<file path="config.mk">
export PLATFORM = sky130hd
export DESIGN_NAME = vga_console
export DESIGN_NICKNAME = d
export VERILOG_FILES = /design/src/rtl/vga_console_pkg.sv /design/src/rtl/vga_console_cursor.sv /design/src/rtl/vga_console.sv
export SDC_FILE = /design/constraint.sdc
export NUM_CORES = 1
export LEC_CHECK = 0
export BUFFER_PORTS_ARGS = -buffer_cell sky130_fd_sc_hd__buf_2
export CAP_MARGIN = 20
export CORE_MARGIN = 8
export CORE_UTILIZATION = 55
export DETAILED_ROUTE_END_ITERATION = 8
export PLACE_DENSITY = 0.86
export SLEW_MARGIN = 40
export SYNTH_ARGS = -nofsm -noshare
export SYNTH_HDL_FRONTEND = slang
export SYNTH_SLANG_ARGS = --single-unit
export TNS_END_PERCENT = 5
</file>
<file path="constraint.sdc">
create_clock -name clk_cpu_i -period 3.41 [get_ports clk_cpu_i]
set_clock_uncertainty 0.05 [all_clocks]
set_input_delay 0.341 -clock clk_cpu_i [delete_from_list [all_inputs] [get_ports clk_cpu_i]]
set_output_delay 0.341 -clock clk_cpu_i [all_outputs]
set_load 0.02 [all_outputs]
</file>
<file path="src/rtl/vga_console_pkg.sv">
// ---------------------------------------------------------------------------
// vga_console_pkg
// Shared constants and types for the text console that drives an 80x25
// character video RAM.
//   - Screen geometry (COLS, ROWS, SCREEN) and derived 12-bit address marks
//   - Control codes (backspace, line feed, form feed, carriage return, blank)
//   - FSM state encoding and the cursor operation encoding
//   - cellAddr(): row*80+col in 12-bit unsigned arithmetic
// No ports (package).
// ---------------------------------------------------------------------------
package vga_console_pkg;

   localparam int COLS   = 80;
   localparam int ROWS   = 25;
   localparam int SCREEN = 2000;

   localparam logic [7:0] CH_BS    = 8'h08;
   localparam logic [7:0] CH_LF    = 8'h0A;
   localparam logic [7:0] CH_FF    = 8'h0C;
   localparam logic [7:0] CH_CR    = 8'h0D;
   localparam logic [7:0] CH_BLANK = 8'h20;

   localparam logic [6:0]  LAST_COL        = 7'(COLS - 1);
   localparam logic [4:0]  LAST_ROW        = 5'(ROWS - 1);
   localparam logic [11:0] ROW_LEN         = 12'(COLS);
   localparam logic [11:0] SCREEN_LAST     = 12'(SCREEN - 1);
   localparam logic [11:0] LAST_ROW_BASE   = 12'(SCREEN - COLS);
   localparam logic [11:0] SCROLL_DST_LAST = 12'(SCREEN - COLS - 1);

   typedef enum logic [2:0] {
      IDLE,
      WRITE,
      SCROLL_RD,
      SCROLL_WR,
      FILL,
      CLEAR
   } consoleState_e;

   typedef enum logic [2:0] {
      OP_NONE,
      OP_STEP,
      OP_CR,
      OP_BS,
      OP_LF,
      OP_HOME
   } cursorOp_e;

   // row*80+col built from shifts so it stays 12-bit unsigned throughout
   function automatic logic [11:0] cellAddr(input logic [4:0] row, input logic [6:0] col);
      return ({7'd0, row} << 6) + ({7'd0, row} << 4) + {5'd0, col};
   endfunction

endpackage

</file>
<file path="src/rtl/vga_console_cursor.sv">
// ---------------------------------------------------------------------------
// vga_console_cursor
// Cursor column/row counters for the console. Applies one operation per
// cycle: step right (wrapping into a row advance), carriage return,
// saturating backspace, line feed, or home.
// Ports:
//   i_clk      system clock, rising edge
//   i_rst      synchronous active-high reset (cursor to 0/0)
//   i_op       operation to apply this cycle (OP_NONE = hold)
//   i_wrapRow  1: advancing past the last row returns to row 0
//              0: advancing past the last row keeps the last row (scroll)
//   o_col      cursor column 0..79
//   o_row      cursor row 0..24
//   o_lastCol  cursor sits in column 79
//   o_lastRow  cursor sits in row 24
// ---------------------------------------------------------------------------
module vga_console_cursor
   import vga_console_pkg::*;
(
   input  logic       i_clk,
   input  logic       i_rst,
   input  cursorOp_e  i_op,
   input  logic       i_wrapRow,
   output logic [6:0] o_col,
   output logic [4:0] o_row,
   output logic       o_lastCol,
   output logic       o_lastRow
);

   logic [6:0] r_col;
   logic [4:0] r_row;
   logic [4:0] w_rowAdvanced;

   // Row after a line advance: the last row either wraps to the top or is
   // held, in which case the FSM is responsible for scrolling the text up.
   always_comb begin
      w_rowAdvanced = r_row + 5'd1;
      if (r_row == LAST_ROW) begin
         w_rowAdvanced = i_wrapRow ? 5'd0 : LAST_ROW;
      end
   end

   // Cursor update. A step past column 79 returns to column 0 and advances
   // the row exactly like a line feed; backspace never goes below column 0.
   always_ff @(posedge i_clk) begin
      if (i_rst) begin
         r_col <= 7'd0;
         r_row <= 5'd0;
      end else begin
         case (i_op)
            OP_STEP: begin
               if (r_col == LAST_COL) begin
                  r_col <= 7'd0;
                  r_row <= w_rowAdvanced;
               end else begin
                  r_col <= r_col + 7'd1;
               end
            end
            OP_CR: r_col <= 7'd0;
            OP_BS: begin
               if (r_col != 7'd0) begin
                  r_col <= r_col - 7'd1;
               end
            end
            OP_LF: r_row <= w_rowAdvanced;
            OP_HOME: begin
               r_col <= 7'd0;
               r_row <= 5'd0;
            end
            default: begin
               r_col <= r_col;
            end
         endcase
      end
   end

   assign o_col     = r_col;
   assign o_row     = r_row;
   assign o_lastCol = (r_col == LAST_COL);
   assign o_lastRow = (r_row == LAST_ROW);

endmodule

</file>
<file path="src/rtl/vga_console.sv">
// ---------------------------------------------------------------------------
// vga_console
// Character console front end: accepts one character at a time and turns it
// into video RAM traffic (80x25 cells, address = row*80+col).
// Build option: define VGA_CONSOLE_SCROLL_EN to scroll the screen up one row
// when the cursor advances past row 24; without it the cursor wraps to row 0
// and the top row is blanked instead.
// Ports:
//   clk_cpu_i     system clock, rising edge
//   rst_i         synchronous active-high reset
//   char_valid_i  character offered
//   char_i        character code
//   char_ready_o  character can be accepted (IDLE only)
//   vga_en_o      video RAM access strobe
//   vga_we_o      video RAM write enable
//   vga_addr_o    video RAM address
//   vga_din_o     video RAM write data
//   vga_dout_i    video RAM read data, valid the cycle after a read strobe
//   col_o/row_o   cursor position
//   status_o      [0] display enabled, [1] cursor visible
// ---------------------------------------------------------------------------
module vga_console
   import vga_console_pkg::*;
(
   input  logic        clk_cpu_i,
   input  logic        rst_i,
   input  logic        char_valid_i,
   input  logic [7:0]  char_i,
   output logic        char_ready_o,
   output logic        vga_en_o,
   output logic        vga_we_o,
   output logic [11:0] vga_addr_o,
   output logic [7:0]  vga_din_o,
   input  logic [7:0]  vga_dout_i,
   output logic [6:0]  col_o,
   output logic [4:0]  row_o,
   output logic [1:0]  status_o
);

   consoleState_e r_state;
   cursorOp_e     r_op;
   logic          r_needClear;
   logic          r_ready;
   logic          r_en;
   logic          r_we;
   logic [11:0]   r_addr;
   logic [7:0]    r_din;
   logic          r_passDout;
   logic          r_dispEn;
   logic          r_cursorVis;

   logic [6:0]    w_col;
   logic [4:0]    w_row;
   logic          w_lastCol;
   logic          w_lastRow;
   logic          w_printable;
   logic          w_wrapRow;
   consoleState_e w_ovfState;
   logic [11:0]   w_ovfAddr;
   logic          w_ovfWe;
   logic [11:0]   w_fillLast;

   // What happens when the cursor runs off the bottom row: either start the
   // copy loop at source address 80, or go straight to blanking row 0.
`ifdef VGA_CONSOLE_SCROLL_EN
   assign w_wrapRow  = 1'b0;
   assign w_ovfState = SCROLL_RD;
   assign w_ovfAddr  = ROW_LEN;
   assign w_ovfWe    = 1'b0;
   assign w_fillLast = SCREEN_LAST;
`else
   assign w_wrapRow  = 1'b1;
   assign w_ovfState = FILL;
   assign w_ovfAddr  = 12'd0;
   assign w_ovfWe    = 1'b1;
   assign w_fillLast = ROW_LEN - 12'd1;
`endif

   assign w_printable = (char_i >= 8'h20) && (char_i <= 8'h7E);

   // The cursor applies r_op one cycle after the FSM latches it, so cursor
   // outputs change on the cycle following the transition that caused them
   // and the FSM still sees the old position while it decides what follows.
   vga_console_cursor u_cursor (
      .i_clk     (clk_cpu_i),
      .i_rst     (rst_i),
      .i_op      (r_op),
      .i_wrapRow (w_wrapRow),
      .o_col     (w_col),
      .o_row     (w_row),
      .o_lastCol (w_lastCol),
      .o_lastRow (w_lastRow)
   );

   // Main FSM. Every output register describes the access of the state being
   // entered, so the RAM strobe, address and data line up with r_state.
   // Reset parks in IDLE with r_needClear set; the first free cycle then
   // launches the full-screen clear before char_ready_o can rise.
   // WRITE is a single-cycle "apply" state for every non-clear character;
   // only printable codes carry a RAM write there.
   // The SCROLL_RD/SCROLL_WR arms are only ever entered through w_ovfState,
   // so without the scroll option they are unreachable.
   always_ff @(posedge clk_cpu_i) begin
      if (rst_i) begin
         r_state     <= IDLE;
         r_op        <= OP_NONE;
         r_needClear <= 1'b1;
         r_ready     <= 1'b0;
         r_en        <= 1'b0;
         r_we        <= 1'b0;
         r_addr      <= 12'd0;
         r_din       <= 8'd0;
         r_passDout  <= 1'b0;
         r_dispEn    <= 1'b0;
         r_cursorVis <= 1'b0;
      end else begin
         r_op       <= OP_NONE;
         r_passDout <= 1'b0;
         case (r_state)
            IDLE: begin
               if (r_needClear) begin
                  r_needClear <= 1'b0;
                  r_state     <= CLEAR;
                  r_en        <= 1'b1;
                  r_we        <= 1'b1;
                  r_addr      <= 12'd0;
                  r_din       <= CH_BLANK;
               end else if (char_valid_i && r_ready) begin
                  r_ready     <= 1'b0;
                  r_cursorVis <= 1'b0;
                  if (char_i == CH_FF) begin
                     r_state <= CLEAR;
                     r_op    <= OP_HOME;
                     r_en    <= 1'b1;
                     r_we    <= 1'b1;
                     r_addr  <= 12'd0;
                     r_din   <= CH_BLANK;
                  end else if ((char_i == CH_LF) && w_lastRow) begin
                     r_state <= w_ovfState;
                     r_op    <= OP_LF;
                     r_en    <= 1'b1;
                     r_we    <= w_ovfWe;
                     r_addr  <= w_ovfAddr;
                     r_din   <= CH_BLANK;
                  end else begin
                     r_state <= WRITE;
                     if (w_printable) begin
                        r_op   <= OP_STEP;
                        r_en   <= 1'b1;
                        r_we   <= 1'b1;
                        r_addr <= cellAddr(w_row, w_col);
                        r_din  <= char_i;
                     end else begin
                        r_en <= 1'b0;
                        r_we <= 1'b0;
                        case (char_i)
                           CH_CR:   r_op <= OP_CR;
                           CH_BS:   r_op <= OP_BS;
                           CH_LF:   r_op <= OP_LF;
                           default: r_op <= OP_NONE;
                        endcase
                     end
                  end
               end
            end
            WRITE: begin
               if ((r_op == OP_STEP) && w_lastCol && w_lastRow) begin
                  r_state <= w_ovfState;
                  r_en    <= 1'b1;
                  r_we    <= w_ovfWe;
                  r_addr  <= w_ovfAddr;
                  r_din   <= CH_BLANK;
               end else begin
                  r_state     <= IDLE;
                  r_en        <= 1'b0;
                  r_we        <= 1'b0;
                  r_ready     <= 1'b1;
                  r_cursorVis <= 1'b1;
               end
            end
            SCROLL_RD: begin
               r_state    <= SCROLL_WR;
               r_we       <= 1'b1;
               r_addr     <= r_addr - ROW_LEN;
               r_passDout <= 1'b1;
            end
            SCROLL_WR: begin
               if (r_addr == SCROLL_DST_LAST) begin
                  r_state <= FILL;
                  r_we    <= 1'b1;
                  r_addr  <= LAST_ROW_BASE;
                  r_din   <= CH_BLANK;
               end else begin
                  r_state <= SCROLL_RD;
                  r_we    <= 1'b0;
                  r_addr  <= r_addr + ROW_LEN + 12'd1;
               end
            end
            FILL: begin
               if (r_addr == w_fillLast) begin
                  r_state     <= IDLE;
                  r_en        <= 1'b0;
                  r_we        <= 1'b0;
                  r_ready     <= 1'b1;
                  r_cursorVis <= 1'b1;
               end else begin
                  r_addr <= r_addr + 12'd1;
               end
            end
            CLEAR: begin
               if (r_addr == SCREEN_LAST) begin
                  r_state     <= IDLE;
                  r_en        <= 1'b0;
                  r_we        <= 1'b0;
                  r_ready     <= 1'b1;
                  r_cursorVis <= 1'b1;
                  r_dispEn    <= 1'b1;
               end else begin
                  r_addr <= r_addr + 12'd1;
               end
            end
            default: begin
               r_state <= IDLE;
               r_en    <= 1'b0;
               r_we    <= 1'b0;
               r_ready <= 1'b1;
            end
         endcase
      end
   end

   // Read data only arrives in the SCROLL_WR cycle itself, so the write data
   // is steered straight from the RAM output by a registered select.
   assign vga_din_o    = r_passDout ? vga_dout_i : r_din;
   assign char_ready_o = r_ready;
   assign vga_en_o     = r_en;
   assign vga_we_o     = r_we;
   assign vga_addr_o   = r_addr;
   assign col_o        = w_col;
   assign row_o        = w_row;
   assign status_o     = {r_cursorVis, r_dispEn};

endmodule

</file>
==> metrics.md <==
| Metric | Value |
|---|---|
| Run status | finished clean |
| Clock tree from TritonCTS | built |
| RSZ-0062 raised after global routing | no |
| Delay of the slowest cell on the worst path | just over 600 ps |
| Crit-path slowest cell | sky130_fd_sc_hd__fa_1 |
| Cell count after synthesis | 453 |
| Final critical-path share of the clock period | about four fifths |
| Number of antenna violations at the first check in global routing | 0 |
| # rows | 29 |
| Reg clk slew, reported paths | 90 ps |
| Cell Area, Synth | approximately 3500 µm² |
| Post-synthesis register bit count | 45 |
| Hold violation count in the final report | 0 |
| Endpoint of the worst hold-timing path | r_op[1]$_SDFF_PP0_ |
| Syn nets | 493 |
| Largest net degree at the start of global routing | 42 |
| Most common cell after layout, fill and taps aside | sky130_fd_sc_hd__buf_2 |
| Logic gate share of total power | about 45% |
| Internal portion of total power | 1.12 mW |
| Critical path class | reg2reg |
| Fraction of registers with async set or reset after synthesis | 0% |
| Switching portion of total power | 44.2% |
| Fraction of final layout cells sized beyond drive strength 1 | 18.4% |
| Number of cells on the worst reg-to-reg path | 10 |
| Hold buffer count at cts | 0 |
| Portion of the post-synthesis area used by sequential elements | 25.4% |
| Global-route usage over all layers | 21.5% |
| Proportion of power drawn by the clock network | 17.1% |
| Number of nets in the layout | 527 |
| Max Slew Vio Count | 0 |
| Post-route total power | 2.00 mW |
| Total number of clock tree sinks | between 40 and 50 |
| Reg2Reg Launch Point | u_cursor.o_col[6]$_SDFFE_PP0P_ |
| Most frequent cells in the layout | 55 x sky130_fd_sc_hd__buf_2, 45 x sky130_fd_sc_hd__dfxtp_1, 38 x sky130_fd_sc_hd__a21oi_1, 36 x sky130_fd_sc_hd__nor2_1, 27 x sky130_fd_sc_hd__o21ai_0 |
| Clock buffers created by TritonCTS | 5 |
| Lkg Pwr | 1.56 nW |
| PortBufs | 55 |
| Per-cell routed wire length | 17.6 µm |
| Iteration count of the initial detailed-routing pass | 6 |
| Grt met1 use | 26.9% |
| Number of vias in the routed layout | 3,729 |
| Number of vias per cell | ~6.6 |
| Total wirelength of the detailed-routed design | 9940 µm |
| Mean instance size in the synthesized netlist | 7.83 µm² |
| Max-capacitance violation count | 0 |
| Die area | 9270 µm² |
| Area growth from synthesis to layout | 9.35% |
| Worst Hold Class | in2reg |
| Most heavily used metal layer in global routing | met2 |
| # diodes | 0 |
| Final TNS setup | 0 ps |
| Min-Delay Path Depth | 2 |
| Bufs on Longest Clock Path | 2 |
| Routing usage on met2 | approximately a third |
| Count of instances resized after the clock tree is built | 0 |
| Number of enable-type register cells in the synthesized netlist | 0 |
| Highest clock frequency the design can meet | 361 MHz |
| Critical path fanouts, max | 5 |
| Minimum setup slack among reg-to-reg paths | 640 ps |
| Startpoint of the worst hold path | char_i[1] |
| Worst path required time | 3540 ps |
| Starting Density | 56.5% |
| I/O pin count | 56 |
| Worst slew margin relative to its limit | between 40% and 50% |
| Placer congestion estimate | 1.04 |
| Transition time at the pin with the least slew margin | 800 ps |
| Final hold slack | 218 ps |
| First-pass GRT wire length | 16,200 µm |
| Remaining design rule violation count | 0 |
| Post-synth cell types | 68 |
| Area of the core region | between 6000 and 7000 µm² |
| Most used DFF post-synth | sky130_fd_sc_hd__dfxtp_1 |
| Power dissipated by switching net loads | 0.887 mW |
| Arrival @ worst endpoint | just under 3000 ps |
| Number of buffers inserted to repair setup after CTS | 0 |
| H-tree level count | 2 |
| Chip height | 96.3 µm |
| Vias in the first global route | 3,570 |
| CP Capture Type | flip-flop |
| Number of DRC markers in iteration 0 | 427 |
| Highest ir drop seen on vdd | about 0.38 mV |
| Crit start category | flip-flop |
| GR met3 Demand/Resource | 4.76% |
| Pwr per Cell Area | 517 nW/µm² |
| Clk_lat worst skew | a little over 300 ps |
| Root buffer cell | sky130_fd_sc_hd__clkbuf_8 |
| Count of synthesis-stage warnings from yosys | 0 |
| Placed wire-length estimate | roughly 7400 µm |
| FF-to-FF End | vga_addr_o[10]$_SDFFE_PP0P_ |
| Post-route ant nets | 0 |
| Overall die width | 96.3 µm |
| Total gr overflow | 0 |
| Post-route minimum period | 2770 ps |
| Cell chain of the critical path | inv_1, fa_1, inv_1, ha_1, a211oi_1, o21ai_0, a21oi_1, xnor2_1, a211oi_1, nor3_1 |
| Setup violation total in the final timing report | 0 |
| Sequential share of power | 37.8% |
[cell families after synthesis]
kind of cell	share of synthesized area, %
and+or+nand+nor	25.8
AOI/OAI and AO/OA	26.1
buffers and inverters	6.84
DFF	25.4
adders and majority gates	7.83
xor gates and xnor gates	4.44
muxes	3.53
[worst max-delay path, delay by kind of cell (launching register included)]
family,cells,cell delay (ps)
xor+xnor,1,90
simple gates,1,70
flops,1,430
compound gates,4,920
fa+ha+maj,2,900
buf+inv,2,200
[Yosys cell counts (6+ instances only)]
cell,instances,area [µm²]
sky130_fd_sc_hd__a21oi_1,38,190
sky130_fd_sc_hd__xnor2_1,9,78.8
sky130_fd_sc_hd__and3_1,8,50.1
sky130_fd_sc_hd__buf_4,6,45.0
sky130_fd_sc_hd__nand2b_1,16,100
sky130_fd_sc_hd__nor4_1,7,43.8
sky130_fd_sc_hd__nand4_1,8,50.1
sky130_fd_sc_hd__clkbuf_1,21,78.8
sky130_fd_sc_hd__nand3_1,18,90.1
sky130_fd_sc_hd__a211oi_1,13,97.6
sky130_fd_sc_hd__mux2_2,8,90.1
sky130_fd_sc_hd__inv_1,22,82.6
sky130_fd_sc_hd__nor3_1,13,65.1
sky130_fd_sc_hd__ha_1,19,238
sky130_fd_sc_hd__a31oi_1,10,62.6
sky130_fd_sc_hd__dfxtp_1,45,901
sky130_fd_sc_hd__nand2_1,24,90.1
sky130_fd_sc_hd__o21ai_0,27,135
sky130_fd_sc_hd__nor2_1,36,135
sky130_fd_sc_hd__xor2_1,9,78.8
[stage by stage]
stage	util [%]	setup slack, ps	area [µm²]	cells
floorplan	-	803	3550	453
global placement	60.4	785	3790	557
detailed placement	60.4	647	3790	557
CTS	61.8	635	3880	565
global route	61.8	437	3880	565
finish	61.8	638	3880	565
[power groups by stage]
stage / clock (mW) / combinational [mW] / sequential [mW]
final: 0.342 / 0.904 / 0.759
after global routing: 0.372 / 0.979 / 0.777
after CTS: 0.345 / 0.892 / 0.753
after detailed placement: 0 / 0.889 / 0.764
after global placement: 0 / 0.867 / 0.758
after floorplan: 0 / 0.701 / 0.757
[how the worst max path moves through the flow]
stage,startpoint,endpoint,cells after the start
2_1_floorplan,u_cursor.o_row[0]$_SDFFE_PP0P_,vga_addr_o[10]$_SDFFE_PP0P_,10
3_3_place_gp,u_cursor.o_col[6]$_SDFFE_PP0P_,vga_addr_o[10]$_SDFFE_PP0P_,10
3_5_place_dp,u_cursor.o_row[0]$_SDFFE_PP0P_,vga_addr_o[10]$_SDFFE_PP0P_,10
4_1_cts,u_cursor.o_col[6]$_SDFFE_PP0P_,vga_addr_o[10]$_SDFFE_PP0P_,10
5_1_grt,u_cursor.o_col[6]$_SDFFE_PP0P_,vga_addr_o[10]$_SDFFE_PP0P_,10
6_report,u_cursor.o_col[6]$_SDFFE_PP0P_,vga_addr_o[10]$_SDFFE_PP0P_,10
[flip-flops by register name, summed over array words and instances, names as in the netlist, 3 cells and up]
name            flops
vga_addr_o         12
r_din               8
u_cursor.o_col      7
u_cursor.o_row      5
r_op                3
r_state             3
[per-layer routing]
layer / vias to the layer above / share of wire, %
li1: 1745 / -
met1: 1755 / 43
met2: 198 / 46
met3: 31 / 8.7
met4: 0 / 2.8
met5: - / 0
[area by class of cell]
type                    instances  area, µm²
inverters                      22       82.6
clock inverters                 2       15.0
fillers                       570       2400
clock buffers                   6       72.6
flip-flops and latches         45        901
repair buffers                 59        305
well taps                      77       96.3
multi-input cells             354       2410
Note: power is estimated with default switching activity, not from simulation.
